`config.mk`:
```
export PLATFORM = sky130hd
export DESIGN_NAME = decode_ctrl_stage
export DESIGN_NICKNAME = d
export VERILOG_FILES = /design/src/rtl/ctrl_pkg.sv /design/src/rtl/op_decode.sv /design/src/rtl/decode_ctrl_stage.sv
export SDC_FILE = /design/constraint.sdc
export NUM_CORES = 1
export LEC_CHECK = 0
export ABC_AREA = 1
export CAP_MARGIN = 20
export CELL_PAD_IN_SITES_DETAIL_PLACEMENT = 1
export CELL_PAD_IN_SITES_GLOBAL_PLACEMENT = 1
export CORE_MARGIN = 1
export CORE_UTILIZATION = 41
export DETAILED_ROUTE_END_ITERATION = 8
export DONT_BUFFER_PORTS = 1
export PLACE_DENSITY = 0.79
export SYNTH_ARGS = -nofsm -noshare
export SYNTH_HDL_FRONTEND = slang
export SYNTH_HIERARCHICAL = 1
export SYNTH_SLANG_ARGS = --single-unit
export TNS_END_PERCENT = 10
```
`constraint.sdc`:
```
create_clock -name clk -period 2 [get_ports clk]
set_clock_uncertainty 0.2 [all_clocks]
set_input_delay 0.4 -clock clk [delete_from_list [all_inputs] [get_ports clk]]
set_output_delay 0.4 -clock clk [all_outputs]
set_load 0.03 [all_outputs]
```
`src/rtl/ctrl_pkg.sv`:
```
// -----------------------------------------------------------------------------
// ctrl_pkg
// Shared definitions for the decode stage of the accumulator-style core:
//   - 3-bit opcode class codes (CLS_*) and sub-operation codes (SUB_*)
//   - ctrl_t : packed 9-bit control bundle
//              {reg_write, alu_src, branch, mem_write, mem_to_reg,
//               jump[1:0], alu_op[1:0]}
//   - state_t: stage FSM states RUN / STALL / HALT
//   - is_load: helper that identifies a bundle which writes back from memory
// -----------------------------------------------------------------------------
package ctrl_pkg;

    localparam logic [2:0] CLS_SGR = 3'b000;
    localparam logic [2:0] CLS_SSR = 3'b001;
    localparam logic [2:0] CLS_SI0 = 3'b010;
    localparam logic [2:0] CLS_SI1 = 3'b011;
    localparam logic [2:0] CLS_DR  = 3'b100;
    localparam logic [2:0] CLS_GR  = 3'b101;
    localparam logic [2:0] CLS_JR  = 3'b110;
    localparam logic [2:0] CLS_J   = 3'b111;

    localparam logic [2:0] SUB_LWR = 3'b000;
    localparam logic [2:0] SUB_STR = 3'b001;
    localparam logic [2:0] SUB_NOP = 3'b010;
    localparam logic [2:0] SUB_BRC = 3'b101;

    typedef struct packed {
        logic       reg_write;
        logic       alu_src;
        logic       branch;
        logic       mem_write;
        logic       mem_to_reg;
        logic [1:0] jump;
        logic [1:0] alu_op;
    } ctrl_t;

    typedef enum logic [1:0] {
        RUN   = 2'b00,
        STALL = 2'b01,
        HALT  = 2'b10
    } state_t;

    // A bundle that loads from memory is the producer side of a load-use hazard.
    function automatic logic is_load(input ctrl_t c);
        return c.mem_to_reg;
    endfunction

endpackage

```
`src/rtl/op_decode.sv`:
```
// -----------------------------------------------------------------------------
// op_decode
// Purely combinational opcode table. The class is the top three opcode bits,
// the sub-operation the bottom three; any bits in between are ignored.
// Parameter: OP_W (>= 6)
// Ports:
//   op      in  OP_W  opcode
//   ctrl    out 9     decoded control bundle (all zero for illegal opcodes)
//   illegal out 1     opcode has no defined meaning
// -----------------------------------------------------------------------------
module op_decode
    import ctrl_pkg::*;
#(
    parameter int OP_W = 6
) (
    input  logic [OP_W-1:0] op,
    output ctrl_t           ctrl,
    output logic            illegal
);

    logic [2:0] cls_s;
    logic [2:0] sub_s;
    // Middle opcode bits carry no meaning; folded here so they count as consumed.
    logic       unused_op_s;

    assign cls_s       = op[OP_W-1 -: 3];
    assign sub_s       = op[2:0];
    assign unused_op_s = ^op;

    // Class/sub-operation lookup; everything not set explicitly stays 0.
    always_comb begin
        ctrl    = 9'b0;
        illegal = 1'b0;
        case (cls_s)
            CLS_SGR: ctrl.reg_write = 1'b1;
            CLS_SSR: begin
                case (sub_s)
                    SUB_LWR: begin
                        ctrl.reg_write  = 1'b1;
                        ctrl.mem_to_reg = 1'b1;
                    end
                    SUB_STR: ctrl.mem_write = 1'b1;
                    SUB_NOP: ctrl = 9'b0;
                    default: illegal = 1'b1;
                endcase
            end
            CLS_SI0, CLS_SI1: begin
                if (sub_s == SUB_BRC) begin
                    ctrl.branch = 1'b1;
                    ctrl.alu_op = 2'b11;
                end else begin
                    ctrl.reg_write = 1'b1;
                    ctrl.alu_src   = 1'b1;
                    ctrl.alu_op    = 2'b01;
                end
            end
            CLS_DR: begin
                ctrl.reg_write = 1'b1;
                ctrl.alu_op    = 2'b10;
            end
            CLS_GR: begin
                ctrl.reg_write = 1'b1;
                ctrl.alu_op    = 2'b01;
            end
            CLS_JR: begin
                ctrl.jump   = 2'b11;
                ctrl.alu_op = 2'b11;
            end
            CLS_J: begin
                ctrl.jump   = 2'b01;
                ctrl.alu_op = 2'b11;
            end
            default: ctrl = 9'b0;
        endcase
    end

endmodule

```
`src/rtl/decode_ctrl_stage.sv`:
```
// -----------------------------------------------------------------------------
// decode_ctrl_stage
// Registered, valid/ready handshaked decode stage. Holds one decoded control
// bundle, inserts a one-cycle bubble on a load-use hazard against the held
// instruction, drops everything on flush and halts on an illegal opcode.
// Parameters: OP_W (opcode width, >= 6), RA_W (register address width)
// Ports:
//   clk, reset            clock (rising edge), asynchronous active-high reset
//   in_valid/in_ready     fetch handshake; in_op, in_rs, in_rd instruction
//   flush                 drop held entry and incoming instruction this cycle
//   out_valid/out_ready   execute handshake; out_ctrl, out_rd held bundle
//   illegal               sticky illegal-opcode flag
//   halted                stage is in HALT
// Optional build macro DECODE_PERF_CNT_EN adds:
//   perf_issued[31:0]     accepted instructions (wraps)
//   perf_stalls[31:0]     cycles spent in STALL (wraps)
// -----------------------------------------------------------------------------
module decode_ctrl_stage
    import ctrl_pkg::*;
#(
    parameter int OP_W = 6,
    parameter int RA_W = 3
) (
    input  logic            clk,
    input  logic            reset,
    input  logic            in_valid,
    output logic            in_ready,
    input  logic [OP_W-1:0] in_op,
    input  logic [RA_W-1:0] in_rs,
    input  logic [RA_W-1:0] in_rd,
    input  logic            flush,
    output logic            out_valid,
    input  logic            out_ready,
    output logic [8:0]      out_ctrl,
    output logic [RA_W-1:0] out_rd,
    output logic            illegal,
    output logic            halted
`ifdef DECODE_PERF_CNT_EN
    ,
    output logic [31:0]     perf_issued,
    output logic [31:0]     perf_stalls
`endif
);

    ctrl_t           dec_ctrl_s;
    logic            dec_illegal_s;

    state_t          state_r;
    logic            out_valid_r;
    ctrl_t           out_ctrl_r;
    logic [RA_W-1:0] out_rd_r;
    logic            illegal_r;
    logic            halted_r;

    logic            hazard_s;
    logic            in_ready_s;
    logic            accept_s;

    op_decode #(
        .OP_W(OP_W)
    ) u_op_decode (
        .op     (in_op),
        .ctrl   (dec_ctrl_s),
        .illegal(dec_illegal_s)
    );

    // Handshake qualification: hazard against the held load, readiness, accept.
    always_comb begin
        hazard_s   = out_valid_r && is_load(out_ctrl_r) && in_valid && (in_rs == out_rd_r);
        in_ready_s = (state_r == RUN) && !hazard_s && (!out_valid_r || out_ready) && !flush;
        accept_s   = in_valid && in_ready_s;
    end

    // Stage FSM together with the one-entry output register and status flags.
    always_ff @(posedge clk or posedge reset) begin
        if (reset) begin
            state_r     <= RUN;
            out_valid_r <= 1'b0;
            out_ctrl_r  <= 9'b0;
            out_rd_r    <= {RA_W{1'b0}};
            illegal_r   <= 1'b0;
            halted_r    <= 1'b0;
        end else begin
            case (state_r)
                RUN: begin
                    if (flush) begin
                        out_valid_r <= 1'b0;
                    end else if (accept_s) begin
                        if (dec_illegal_s) begin
                            // Nothing is issued for an illegal opcode; the stage parks.
                            out_valid_r <= 1'b0;
                            illegal_r   <= 1'b1;
                            halted_r    <= 1'b1;
                            state_r     <= HALT;
                        end else begin
                            // Replaces the entry even if it drains on this same edge.
                            out_valid_r <= 1'b1;
                            out_ctrl_r  <= dec_ctrl_s;
                            out_rd_r    <= in_rd;
                        end
                    end else begin
                        if (out_ready) begin
                            out_valid_r <= 1'b0;
                        end
                        if (hazard_s) begin
                            state_r <= STALL;
                        end
                    end
                end
                STALL: begin
                    // Leave once the load has gone downstream, leaving a bubble behind.
                    if (flush || out_ready) begin
                        out_valid_r <= 1'b0;
                        state_r     <= RUN;
                    end
                end
                HALT: begin
                    out_valid_r <= 1'b0;
                end
                default: begin
                    out_valid_r <= 1'b0;
                    state_r     <= RUN;
                end
            endcase
        end
    end

`ifdef DECODE_PERF_CNT_EN
    logic [31:0] perf_issued_r;
    logic [31:0] perf_stalls_r;

    // Free-running event counters; they wrap naturally at 2^32.
    always_ff @(posedge clk or posedge reset) begin
        if (reset) begin
            perf_issued_r <= 32'd0;
            perf_stalls_r <= 32'd0;
        end else begin
            if (accept_s) begin
                perf_issued_r <= perf_issued_r + 32'd1;
            end
            if (state_r == STALL) begin
                perf_stalls_r <= perf_stalls_r + 32'd1;
            end
        end
    end

    assign perf_issued = perf_issued_r;
    assign perf_stalls = perf_stalls_r;
`endif

    assign in_ready  = in_ready_s;
    assign out_valid = out_valid_r;
    assign out_ctrl  = out_ctrl_r;
    assign out_rd    = out_rd_r;
    assign illegal   = illegal_r;
    assign halted    = halted_r;

endmodule

```
# Yosys cells after proc, flatten, opt, wreduce, memory -nomap -nowiden
# Index checks and enable logic that the tools add are counted.
totals:
  register_bits: 16
  inputBits: 17
  output_inout_bits: 16
classes:
  n_eq_ne: 18
  n_mux: 24
  n_bitwise: 3
  n_reduce_logical: 23
ops:
  columns: ["op", "count"]
  rows:
  - ["2-bit 2-to-1 mux", 9]
  - ["3-bit == test (second input constant)", 5]
  - ["1-bit 2-to-1 mux", 10]
  - ["3-bit by 2-bit == test with 1-bit output (second input constant)", 3]
  - ["2-bit case mux with 4 select lines", 1]
  - ["4-bit AND reduction", 2]
  - ["1-bit logical AND", 7]
  - ["3-bit by 1-bit == test with 1-bit output (second input constant)", 2]
  - ["3-bit logical NOT", 2]
  - ["3-bit != test (second input constant)", 2]
  - ["2-bit case mux with 3 select lines", 1]
  - ["3-bit OR reduction", 2]
  - ["5-bit AND reduction", 1]
  - ["2-bit != test (second input constant)", 2]
  - ["4-bit != test (second input constant)", 1]
  - ["2-bit case mux with 2 select lines", 1]
  - ["2-bit OR reduction", 2]
  - ["3-bit == test", 1]
  - ["1-bit logical NOT", 3]
  - ["1-bit inverter", 3]
  - ["1-bit case mux with 3 select lines", 1]
  - ["2-bit by 1-bit == test with 1-bit output (second input constant)", 1]
  - ["2-bit == test (second input constant)", 1]
  - ["2-bit logical NOT", 1]
  - ["3 further kinds", 4]

# Depth between registers and ports, before layout
# Gate-level depths: netlist of run 1.
depth:
  depth_word: 11
  depth_mapped: 10

# Modules after synthesis
# The synthesis of run 1 kept the hierarchy.
modules_own_cells:
  columns: ["mod", "instances", "cells_each", "area_per_inst_um2"]
  rows:
  - ["decode_ctrl_stage", 1, 103, 790.8]
  - ["op_decode", 1, 29, 121.4]

# Worst setup path after synthesis of run 1
# OpenSTA, ideal clock, no wires.
synth_timing:
  kind: "reg2out"
  from: "reg out_rd_r[0], in the netlist out_rd[0]"
  to: "out in_ready"
  t_arrival_ps: 1289
  required_time_ps: 1400
  setup_slack_ps: 111
  path_stages_with_launch: 8
  cell_sequence: "dfrtp_1 inv_2 nand2_1 nand2_1 nor2_1 nand2_2 nand2_1 nor2_1"
synth_via:
  elab_chain_cells: 6
synth_rtl:
  columns: ["element", "line", "rtl"]
  rows:
  - ["from (decl)", "decode_ctrl_stage.sv:51", "logic [RA_W-1:0] out_rd_r;"]
  - ["from (signal assigned)", "decode_ctrl_stage.sv:80", "out_rd_r <= {RA_W{1'b0}};"]
  - ["from (signal assigned)", "decode_ctrl_stage.sv:99", "out_rd_r <= in_rd;"]
  - ["3-bit == test", "decode_ctrl_stage.sv:69", "hazard_s = out_valid_r && is_load(out_ctrl_r) && in_valid && (in_rs == out_rd_r);"]
  - ["1-bit logical AND", "decode_ctrl_stage.sv:69", null]
  - ["1-bit logical NOT", "decode_ctrl_stage.sv:70", "in_ready_s = (state_r == RUN) && !hazard_s && (!out_valid_r || out_ready) && !flush;"]
  - ["1-bit logical AND (3 in a row)", "decode_ctrl_stage.sv:70", null]
  - ["to (decl)", "decode_ctrl_stage.sv:27", "output logic in_ready,"]
# Every way passes these cells.

# Final worst setup path of run 1
layout_timing:
  from: "reg out_rd_r[2], in the netlist out_rd[2]"
  to: "out in_ready"
# The elaborated chain is that of the path after synthesis.

==> summary.md, run 1 <==
| Metric | Value |
|---|---|
| Reg-to-reg startpoint | `out_rd[2]$_DFFE_PP0P_` |
| Syn nets | `149` |
| Multi-input gate area | `420 um2` |
| Initial cell density of the core | `45.1%` |
| Total global routing overflow | `0` |
| Die Y | `49.2 um` |
| Via count | `844` |
| VDD IR max | `0.000622 V` |
| Seq cells post-synth | `16` |
| Worst setup SP type | `flop` |
| Area delta synth->final | `16.0%` |
| Fin area | `0.00106 mm2` |
| Yosys warns | `6` |
| Worst Setup SP | `out_rd[2]$_DFFE_PP0P_` |
| Worst EP required | `1.40 ns` |
| Worst Path Buf+Inv | `1` |
| Crit end category | `output pin` |
| CP cell instances | `inv_2 -> nand2_1 -> nand2_1 -> nor2_1 -> nand2_2 -> nand2_2 -> nor2_4` |
| Slew @ Worst Pin | `0.626 ns` |
| DRC viols | `0` |
| Root Buffer | `clkbuf_4` |
| Die ar. | `0.00242 mm2` |
| Hold Crit Class | `in -> reg` |
| CTS tree | `done` |
| Fmax | `511 MHz` |
| Worst-path clk slew | `0.11 ns` |
| Wire per inst | `13.2 um` |
| Highest cell delay on the worst timing path | `0.43 ns` |
| Max-slew violation count | `0` |
| Arr. time, crit path | `1.36 ns` |
| H-tree Lvls | `1` |
| Placed Area | `972 um2` |
| Distinct cells, synth | `20` |
| Mean Syn Cell Area | `6.91 um2` |
| Hold_sp | `in_rd[1]` |
| CP delay by family, top | `simple AND/OR/NAND/NOR gates` |
| DRT iter0 DRCs | `6` |
| CTS sink count | `16` |
| Fillers | `282` |
| WL final | `2.27 mm` |
| Register area | `400 um2` |
| Clock tree buffer depth | `2` |
| Reg2reg setup slack | `0.18 ns` |
| Crit Path Class | `reg -> out` |
| Core Area | `0.00202 mm2` |
| Layout Utilization | `52.4%` |
| Relative slew slack | `58.2%` |
| Antenna violations before repair | `0` |
| Cell Rows | `16` |
| DR vias/cell | `4.91` |
| Tcrit/Tclk final | `97.9%` |
| Leak | `0.000618 uW` |
| Clk_lat worst skew | `0.29 ns` |
| Post-Place Worst Slack | `0.147 ns` |
| First-pass GRT wire length | `3.75 mm` |
| Crit path max fanout | `4` |
| Status | `completed` |
| Max-Cap Viols | `0` |
| Seq/Total Area, Yosys | `43.9%` |
| DR pass1 iterations | `4` |
| DIE WIDTH | `49.2 um` |
| Ports | `33` |
| Placer Congestion | `0.745` |
| Layout cells sized above 1 | `20.0%` |
| Fin nets | `163` |
| CTS Buf Count | `3` |
| Hold Vio Cnt, Final | `0` |
| Antenna Nets Post-Route | `0` |
| Slowest CP cell | `dfrtp_1` |
| Cells after Synth | `132` |
| Pin count of the biggest net entering global routing | `17` |
| I/O Buffers | `0` |
| Antenna cells | `0` |
| Post-DP HPWL | `1.75 mm` |
| Fin worst setup slack | `0.0415 ns` |
| Post-Syn Area | `912 um2` |
| Pwr per Cell Area | `1300 mW/mm2` |
| Vias in the first global route | `889` |
| Final setup viols | `0` |
| GR Util All Layers | `19.7%` |
| Tmin final | `1.96 ns` |
[metal layers]
layer / vias up / GRT usage (%) / share of wire (%)
li1: 424 / - / -
met1: 394 / 22.3 / 42
met2: 24 / 37.9 / 53
met3: 2 / 2.18 / 4.5
met4: 0 / 5.88 / 0.93
met5: - / 0 / 0
[repair_timing]
action                                  in CTS  in global routing
pin swaps                                    0                  2
endpoints found under the setup margin       1                  1
hold endpoints to repair                    16                  0
hold buffers                                 1                  0
setup buffers                                0                  4
resized for setup                            2                  3
[logic make-up (layout without fill, tap and decap cells)]
| logic type | Yosys count | after routing | share of synthesized area, % |
|---|---|---|---|
| AND/OR/NAND/NOR | 83 | 83 | 39.0 |
| buffers and inverters | 24 | 37 | 11.1 |
| flip-flops | 16 | 16 | 43.9 |
| AO/OA/AOI/OAI | 9 | 9 | 6.04 |
[layout by cell type (no fill, tap or decap), types with 2 or more instances in the layout]
| cell | instances |
|---|---|
| inv_1 | 18 |
| nor2_1 | 12 |
| clkbuf_4 | 3 |
| nand2_2 | 5 |
| dfrtp_1 | 16 |
| nor2_2 | 2 |
| o21ai_0 | 3 |
| nand4_1 | 2 |
| nor2_4 | 2 |
| nand3_1 | 6 |
| buf_4 | 10 |
| nand2_1 | 53 |
| inv_2 | 4 |
[registers in the layout, summed over array words and instances, names as in the netlist]
name and cells:
halted 1, out_ctrl 9, out_rd 3, out_valid 1, state_r 2
[cell usage after synthesis, drive strengths merged]
library cell	n	area (um2)
o21ai	5	28.8
buf	2	18.8
o211ai	1	7.51
nand2	58	228
inv	22	82.6
a21oi	1	5.00
dfrtp	16	400
nor2	16	72.6
o21a	1	7.51
nand4	3	25.0
a31oi	1	6.26
nand3	6	30.0
[metrics by stage]
stage / hold slack, ns / power (uW) / instances / TNS (ns)
6_report: 0.0310 / 1380 / 172 / 0
5_1_grt: 0.0417 / 1470 / 172 / -0.0306
4_1_cts: 0.0347 / 1340 / 168 / 0
3_5_place_dp: 0.201 / 1110 / 163 / 0
3_3_place_gp: 0.184 / 1080 / 163 / 0
2_1_floorplan: 0.114 / 968 / 132 / 0
[worst paths after layout]
path / to / cells after the start
max in group asynchronous: out_ctrl[4]$_DFFE_PP0P_ / 2
hold / removal: out_rd[1]$_DFFE_PP0P_ / 2
min in group asynchronous: out_ctrl[0]$_DFFE_PP0P_ / 2
setup / recovery: in_ready / 7
hold reg to reg: state_r[1]$_DFFE_PP0P_ / 1
setup reg to reg: out_ctrl[5]$_DFFE_PP0P_ / 11
[area by class of cell]
| class | count | area share [%] |
|---|---|---|
| inverters | 22 | 7.80 |
| multi-input cells | 92 | 39.7 |
| flip-flops and latches | 16 | 37.8 |
| clock buffers | 4 | 3.43 |
| repair buffers | 11 | 8.04 |
| well taps | 27 | 3.19 |
[power breakdown]
group          total (uW)  leakage [uW]  switching, uW  internal, uW
Clock                 218     0.0000210            108           111
Sequential            621      0.000205            196           426
Combinational         537      0.000392            340           197
Total                1380      0.000618            643           734
No activity file was read; power rests on OpenSTA's default activity.
==> run 2, diff against run 1 <==
- ABC_AREA: 1 -> unset
- CORE_MARGIN: 1 -> 2
- CORE_UTILIZATION: 41 -> 46
==> summary.md, run 2 <==
| Metric | Value |
|---|---|
| Post-DP HPWL | `1.49 mm (was 1.75 mm)` |
| Sequential power share | `53.4% (was 45.1%)` |
| WL final | `2.06 mm (was 2.27 mm)` |
| Final setup viols | `1 (was 0)` |
| Die ar. | `0.00226 mm2 (was 0.00242 mm2)` |
| Tcrit/Tclk final | `104% (was 97.9%)` |
| RSZ-0062 raised after global routing | `true` |
| I/O Buffers | `0 (unchanged)` |
| VDD IR max | `0.000715 V (was 0.000622 V)` |
| Top FF cell, synth | `dfrtp_1 (unchanged)` |
| Placed Area | `967 um2 (was 972 um2)` |
| Total global routing overflow | `0 (unchanged)` |
| Hold Crit Class | `in -> reg (unchanged)` |
| Antenna Nets Post-Route | `0 (unchanged)` |
| Net Sw Frac | `37.4% (was 46.7%)` |
| Hold_sp | `in_rd[1] (unchanged)` |
| Crit end category | `output pin (unchanged)` |
| Crit Path Class | `reg -> out (unchanged)` |
| Leak | `0.000505 uW (was 0.000618 uW)` |
| Worst EP required | `1.40 ns (about the same)` |
| Post-Syn Area | `871 um2 (was 912 um2)` |
| DIE WIDTH | `47.5 um (was 49.2 um)` |
| Pwr per Cell Area | `880 mW/mm2 (was 1300 mW/mm2)` |
| Area delta synth->final | `22.3% (was 16.0%)` |
| Comb power frac | `29.3% (was 39.0%)` |
| Multiplexer share of the synthesized area | `20.5% (was 0%)` |
| Hold Path Stages | `1 (was 2)` |
| Layout Utilization | `61.0% (was 52.4%)` |
| Post-Place Worst Slack | `-0.412 ns (was 0.147 ns)` |
| Fmax | `479 MHz (was 511 MHz)` |
| Top post-synthesis cells by area | `dfrtp_1 (46%), mux2_4 (16%), nor4_4 (4.9%), mux2_2 (3.9%), xor2_1 (3.0%) (was dfrtp_1 (44%), nand2_1 (22%), inv_1 (8.2%), nor2_1 (5.3%), nand3_1 (3.3%))` |
| Vias in the first global route | `712 (was 889)` |
| Fillers | `186 (was 282)` |
| Status | `finished with violations (was completed)` |
| Clock power frac | `17.3% (was 15.8%)` |
| Async SR Flop Fraction | `100% (unchanged)` |
| Max-slew violation count | `0 (unchanged)` |
| Commonest cells after routing, fill and taps aside | `dfrtp_1 (16), buf_4 (14), mux2_4 (9) (was nand2_1 (53), inv_1 (18), dfrtp_1 (16))` |
| Switching power total | `351 uW (was 643 uW)` |
| P_int | `586 uW (was 734 uW)` |
| Max reg flops | `9 (unchanged)` |
| Synth Area in Adders | `0% (unchanged)` |
| Wire per inst | `18.7 um (was 13.2 um)` |
| DR pass1 iterations | `4 (unchanged)` |
| DR vias/cell | `5.42 (was 4.91)` |
| Most common cell after layout, fill and taps aside | `dfrtp_1 (was nand2_1)` |
| CTS Buf Count | `3 (unchanged)` |
| Clk_lat worst skew | `0.28 ns (was 0.29 ns)` |
| Relative slew slack | `61.0% (was 58.2%)` |
| Ports | `33 (unchanged)` |
| Distinct cells, synth | `26 (was 20)` |
| Seq cells post-synth | `16 (unchanged)` |
| Top-count cell post-synth | `dfrtp_1 (was nand2_1)` |
| Fin nets | `104 (was 163)` |
| Fin worst setup slack | `-0.0895 ns (was 0.0415 ns)` |
| Worst Setup SP | `out_rd[2]$_DFFE_PP0P_ (unchanged)` |
| Crit path max fanout | `3 (was 4)` |
| Slew @ Worst Pin | `0.585 ns (was 0.626 ns)` |
| Layout cells sized above 1 | `45.9% (was 20.0%)` |
| Fin area | `0.00106 mm2 (about the same)` |
| H-tree Lvls | `1 (unchanged)` |
| Worst setup SP type | `flop (unchanged)` |
| Total power | `937 uW (was 1380 uW)` |
| Core Area | `0.00175 mm2 (was 0.00202 mm2)` |
| Initial cell density of the core | `49.9% (was 45.1%)` |
| Post-synthesis xor/xnor area fraction | `3.02% (was 0%)` |
| Simple-Gate Fraction of Synth Area | `19.3% (was 39.0%)` |
| CTS sink count | `16 (unchanged)` |
| DRT iter0 DRCs | `2 (was 6)` |
| Tmin final | `2.09 ns (was 1.96 ns)` |
| Post-synth EDFFs | `0 (unchanged)` |
| CTS tree | `done (unchanged)` |
| Reg-to-reg startpoint | `out_rd[0]$_DFFE_PP0P_ (was out_rd[2]$_DFFE_PP0P_)` |
| First-pass GRT wire length | `3.13 mm (was 3.75 mm)` |
| Worst r2r path cells | `5 (was 11)` |
| Failing checks | `negative setup slack` |
| Max-Cap Viols | `0 (unchanged)` |
| Antenna violations before repair | `0 (unchanged)` |
| Mean Syn Cell Area | `12.8 um2 (was 6.91 um2)` |
| Placer Congestion | `0.769 (was 0.745)` |
| Worst-path clk slew | `0.08 ns (was 0.11 ns)` |
| Share of the synthesized area in the top cell type | `46.0% (was 43.9%)` |
| Clock tree buffer depth | `2 (unchanged)` |
| Pin count of the biggest net entering global routing | `17 (unchanged)` |
| Hold Vio Cnt, Final | `0 (unchanged)` |
| GR Util All Layers | `20.9% (was 19.7%)` |
| Die Y | `47.5 um (was 49.2 um)` |
| Root Buffer | `clkbuf_4 (unchanged)` |
| Post-Place Cells | `102 (was 163)` |
| Antenna cells | `0 (unchanged)` |
| Compound-Gate Fraction of Synth Area | `6.47% (was 6.04%)` |
| Cells after Synth | `68 (was 132)` |
| Largest family of logic cells by synthesized area | `multiplexers (was simple AND/OR/NAND/NOR gates)` |
| Seq/Total Area, Yosys | `46.0% (was 43.9%)` |
| Arr. time, crit path | `1.49 ns (was 1.36 ns)` |
| Yosys warns | `6 (unchanged)` |
| Cell Rows | `15 (was 16)` |
| Syn nets | `85 (was 149)` |
| Largest area contributor in the netlist | `dfrtp_1 (unchanged)` |
| Final Non-Filler Cells | `110 (was 172)` |
| Via count | `596 (was 844)` |
| DRC viols | `0 (unchanged)` |
| Commonest cells post-synth | `dfrtp_1 (16), mux2_4 (9), inv_1 (5) (was nand2_1 (54), inv_1 (20), dfrtp_1 (16))` |
==> run 2: changes by cell type in the layout (fill, tap and decap cells not counted), sizes merged, moves of 3 or more <==
| cell | before | now |
|---|---|---|
| buf | 10 | 14 |
| inv | 22 | 5 |
| mux2 | 0 | 12 |
| nand2 | 58 | 1 |
| nand2b | 0 | 3 |
| nand3 | 6 | 2 |
| nand4 | 3 | 0 |
| nor2 | 16 | 4 |
| nor3 | 0 | 3 |
| o21ai | 5 | 1 |
| xor2 | 0 | 3 |
==> run 2: critical path: stages (launching register included) <==
cell and delay [ns]:
dfrtp_1 0.42, xor2_2 0.22, nor4_4 0.08, buf_4 0.15, nor3_4 0.33
==> run 2: routing by layer <==
| metal | wire [um] | global-route usage [%] | vias up |
|---|---|---|---|
| li1 | - | - | 270 |
| met5 | 0 | 0 | - |
| met1 | 720 | 21.4 | 298 |
| met3 | 166 | 9.81 | 4 |
| met4 | 23 | 5.00 | 0 |
| met2 | 1150 | 38.4 | 24 |
==> run 2: through the flow <==
step           hold slack [ns]  setup TNS, ns
6_report                0.0662        -0.0895
5_1_grt                 0.0432         -0.177
4_1_cts                 0.0609        -0.0923
3_5_place_dp             0.199          -4.57
3_3_place_gp             0.183          -3.58
2_1_floorplan            0.114         -0.504
==> run 2: worst paths after layout <==
check	to	slack [ns]
worst min register to register	state_r[0]$_DFFE_PP0P_	0.33
worst max register to register	out_ctrl[3]$_DFFE_PP0P_	0.18
worst min-delay path	out_rd[1]$_DFFE_PP0P_	0.07
max in group asynchronous	out_ctrl[6]$_DFFE_PP0P_	0.80
worst max-delay path	in_ready	-0.09
min in group asynchronous	out_ctrl[5]$_DFFE_PP0P_	0.42
==> run 2: area by class of cell <==
cell class / instances / area (um2) / area share [%]
multi-input cells: 45 / 467 / 43.8
repair buffers: 16 / 125 / 11.8
flip-flops and latches: 16 / 400 / 37.6
well taps: 25 / 31.3 / 2.94
inverters: 5 / 18.8 / 1.76
clock buffers: 3 / 22.5 / 2.12
==> run 2: logic make-up (layout without fill, tap and decap cells) <==
logic type | after synthesis | after routing
simple gates | 22 | 22
flops | 16 | 16
mux | 13 | 13
compound gates | 7 | 7
buf+inv | 7 | 24
xor+xnor | 3 | 3
==> run 2: power by group through the flow <==
stage / Combinational, uW / Clock (uW) / Sequential [uW]
CTS: 276 / 170 / 500
floorplan: 164 / 0 / 522
finish: 274 / 162 / 500
global placement: 240 / 0 / 500
detailed placement: 253 / 0 / 501
global route: 292 / 184 / 509
==> run 2: timing repair <==
item                                   4_1_cts  5_1_grt
resized for setup                            6        0
setup endpoints to repair                   14        1
buffers inserted                             3        0
hold buffers                                 2        0
cloned                                       0        0
pin swaps                                    5        0
endpoints found under the hold margin       17        0
==> run 3, diff against run 2 <==
- ABC_AREA: unset -> 1
- CORE_UTILIZATION: 46 -> 41
==> summary.md, run 3 (same netlist as run 1, synthesis figures left out) <==
| Metric | Value |
|---|---|
| GRT met2 Usage | `32.5% (was 38.4%)` |
| Hold Crit Class | `in -> reg (unchanged)` |
| GR Util All Layers | `17.9% (was 20.9%)` |
| GR Util met3 | `1.46% (was 9.81%)` |
| Layout Utilization | `49.7% (was 61.0%)` |
| Most common cell after layout, fill and taps aside | `nand2_1 (was dfrtp_1)` |
| Crit Path Class | `reg -> out (unchanged)` |
| Ports | `33 (unchanged)` |
| Root Buffer | `clkbuf_4 (unchanged)` |
| Die Y | `51.2 um (was 47.5 um)` |
| Area delta synth->final | `17.0% (was 22.3%)` |
| Fin worst setup slack | `0.0503 ns (was -0.0895 ns)` |
| CTS Buf Count | `3 (unchanged)` |
| Leak | `0.000617 uW (was 0.000505 uW)` |
| Fin nets | `164 (was 104)` |
| Post-DP HPWL | `1.69 mm (was 1.49 mm)` |
| Worst-path clk slew | `0.09 ns (was 0.08 ns)` |
| DR pass1 iterations | `2 (was 4)` |
| CP delay by family, top | `simple AND/OR/NAND/NOR gates (was flip-flops)` |
| CTS tree | `done (unchanged)` |
| Worst setup SP type | `flop (unchanged)` |
| Via count | `840 (was 596)` |
| Tcrit/Tclk final | `97.5% (was 104%)` |
| Vias in the first global route | `844 (was 712)` |
| CTS sink count | `16 (unchanged)` |
| Layout cells sized above 1 | `22.8% (was 45.9%)` |
| DIE WIDTH | `51.2 um (was 47.5 um)` |
| Arr. time, crit path | `1.35 ns (was 1.49 ns)` |
| Hold Vio Cnt, Final | `0 (unchanged)` |
| Crit end category | `output pin (unchanged)` |
| Hold_sp | `in_rd[0] (was in_rd[1])` |
| Crit path max fanout | `4 (was 3)` |
| Hold Slack | `0.0336 ns (was 0.0662 ns)` |
| DR vias/cell | `4.86 (was 5.42)` |
| Placed Area | `981 um2 (was 967 um2)` |
| Worst EP required | `1.40 ns (about the same)` |
| RSZ-0062 raised after global routing | `true (unchanged)` |
| Busiest grt layer | `met2 (unchanged)` |
| Status | `completed (was finished with violations)` |
| Fin area | `0.00107 mm2 (was 0.00106 mm2)` |
| Antenna cells | `0 (unchanged)` |
| Comb power frac | `42.1% (was 29.3%)` |
| Cell Rows | `17 (was 15)` |
| H-tree Lvls | `1 (unchanged)` |
| First-pass GRT wire length | `3.47 mm (was 3.13 mm)` |
| I/O Buffers | `0 (unchanged)` |
| Slew @ Worst Pin | `0.594 ns (was 0.585 ns)` |
| Pin count of the biggest net entering global routing | `17 (unchanged)` |
| Final setup viols | `0 (was 1)` |
| Worst Setup SP | `out_rd[0]$_DFFE_PP0P_ (was out_rd[2]$_DFFE_PP0P_)` |
| Highest cell delay on the worst timing path | `0.41 ns (was 0.42 ns)` |
| DRT iter0 DRCs | `2 (unchanged)` |
| Core Area | `0.00215 mm2 (was 0.00175 mm2)` |
| Net Sw Frac | `46.8% (was 37.4%)` |
| Fmax | `513 MHz (was 479 MHz)` |
| Max reg flops | `9 (unchanged)` |
| Antenna violations before repair | `0 (unchanged)` |
| Max-Cap Viols | `0 (unchanged)` |
| CP cell instances | `inv_2 -> nand2_2 -> nand2_1 -> nor2_2 -> nand2_2 -> nand2_2 -> nor2_4 -> buf_6 (was xor2_2 -> nor4_4 -> buf_4 -> nor3_4)` |
| DRC viols | `0 (unchanged)` |
| GR Layer Usage met1 | `20.3% (was 21.4%)` |
| Switching power total | `639 uW (was 351 uW)` |
| Placer Congestion | `0.742 (was 0.769)` |
| Post-Place Worst Slack | `0.307 ns (was -0.412 ns)` |
| Clock power frac | `12.4% (was 17.3%)` |
| WL final | `2.09 mm (was 2.06 mm)` |
| Worst Path Buf+Inv | `2 (was 1)` |
| Wire per inst | `12.1 um (was 18.7 um)` |
| VDD IR max | `0.000522 V (was 0.000715 V)` |
| Commonest cells after routing, fill and taps aside | `nand2_1 (50), inv_1 (18), dfrtp_1 (16) (was dfrtp_1 (16), buf_4 (14), mux2_4 (9))` |
| Clock tree buffer depth | `2 (unchanged)` |
| Sequential power share | `45.5% (was 53.4%)` |
| Tmin final | `1.95 ns (was 2.09 ns)` |
| Reg-to-reg startpoint | `out_valid$_DFFE_PP0P_ (was out_rd[0]$_DFFE_PP0P_)` |
| Slowest CP cell | `dfrtp_1 (unchanged)` |
| Die ar. | `0.00262 mm2 (was 0.00226 mm2)` |
| Most used cell, CP | `nand2_2` |
| Relative slew slack | `60.3% (was 61.0%)` |
| Initial cell density of the core | `42.5% (was 49.9%)` |
| Total global routing overflow | `0 (unchanged)` |
| Max-slew violation count | `0 (unchanged)` |
| Antenna Nets Post-Route | `0 (unchanged)` |
| P_int | `725 uW (was 586 uW)` |
| Clk_lat worst skew | `0.29 ns (was 0.28 ns)` |
| Pwr per Cell Area | `1280 mW/mm2 (was 880 mW/mm2)` |
run 3: per-stage QoR:
stage,power (uW),setup TNS (ns),cells
after floorplan,968,0,132
after global placement,1090,0,165
after detailed placement,1120,0,165
after CTS,1290,0,169
after global routing,1460,-0.0341,173
final,1360,0,173
run 3: path summary, 6_finish.rpt:
path	end	slack (ns)	cells past startpoint
worst max-delay path	in_ready	0.05	8
worst min-delay path	out_rd[0]$_DFFE_PP0P_	0.03	2
worst max register to register	out_ctrl[2]$_DFFE_PP0P_	0.25	8
worst min register to register	state_r[1]$_DFFE_PP0P_	0.34	1
max in group asynchronous	state_r[1]$_DFFE_PP0P_	0.79	2
min in group asynchronous	out_rd[1]$_DFFE_PP0P_	0.41	2
run 3: layout make-up:
class                      count  area [um2]
clock buffer                   3        22.5
fill                         298        1080
inverter                      22        82.6
multi-input combinational     92         430
sequential                    16         400
tap                           28        35.0
timing repair buffer          12        96.3
run 3: layer usage:
layer | share of wire (%) | vias to the layer above
li1 | - | 426
met1 | 41 | 385
met4 | 2.5 | 0
met3 | 5.3 | 5
met5 | 0 | -
met2 | 51 | 24
run 3: timing repair:
| item | 4_1_cts | 5_1_grt |
|---|---|---|
| setup endpoints to repair | 0 | 1 |
| hold endpoints to repair | 16 | 0 |
| gates resized for setup | 0 | 10 |
| buffers inserted | 0 | 4 |
| hold buffers | 1 | 0 |
run 3: power groups by stage:
stage                     clock network, uW  registers [uW]  logic, uW
final                                   169             620        574
after global routing                    190             635        638
after CTS                               175             619        496
after detailed placement                  0             626        493
after global placement                    0             617        476
after floorplan                           0             680        288
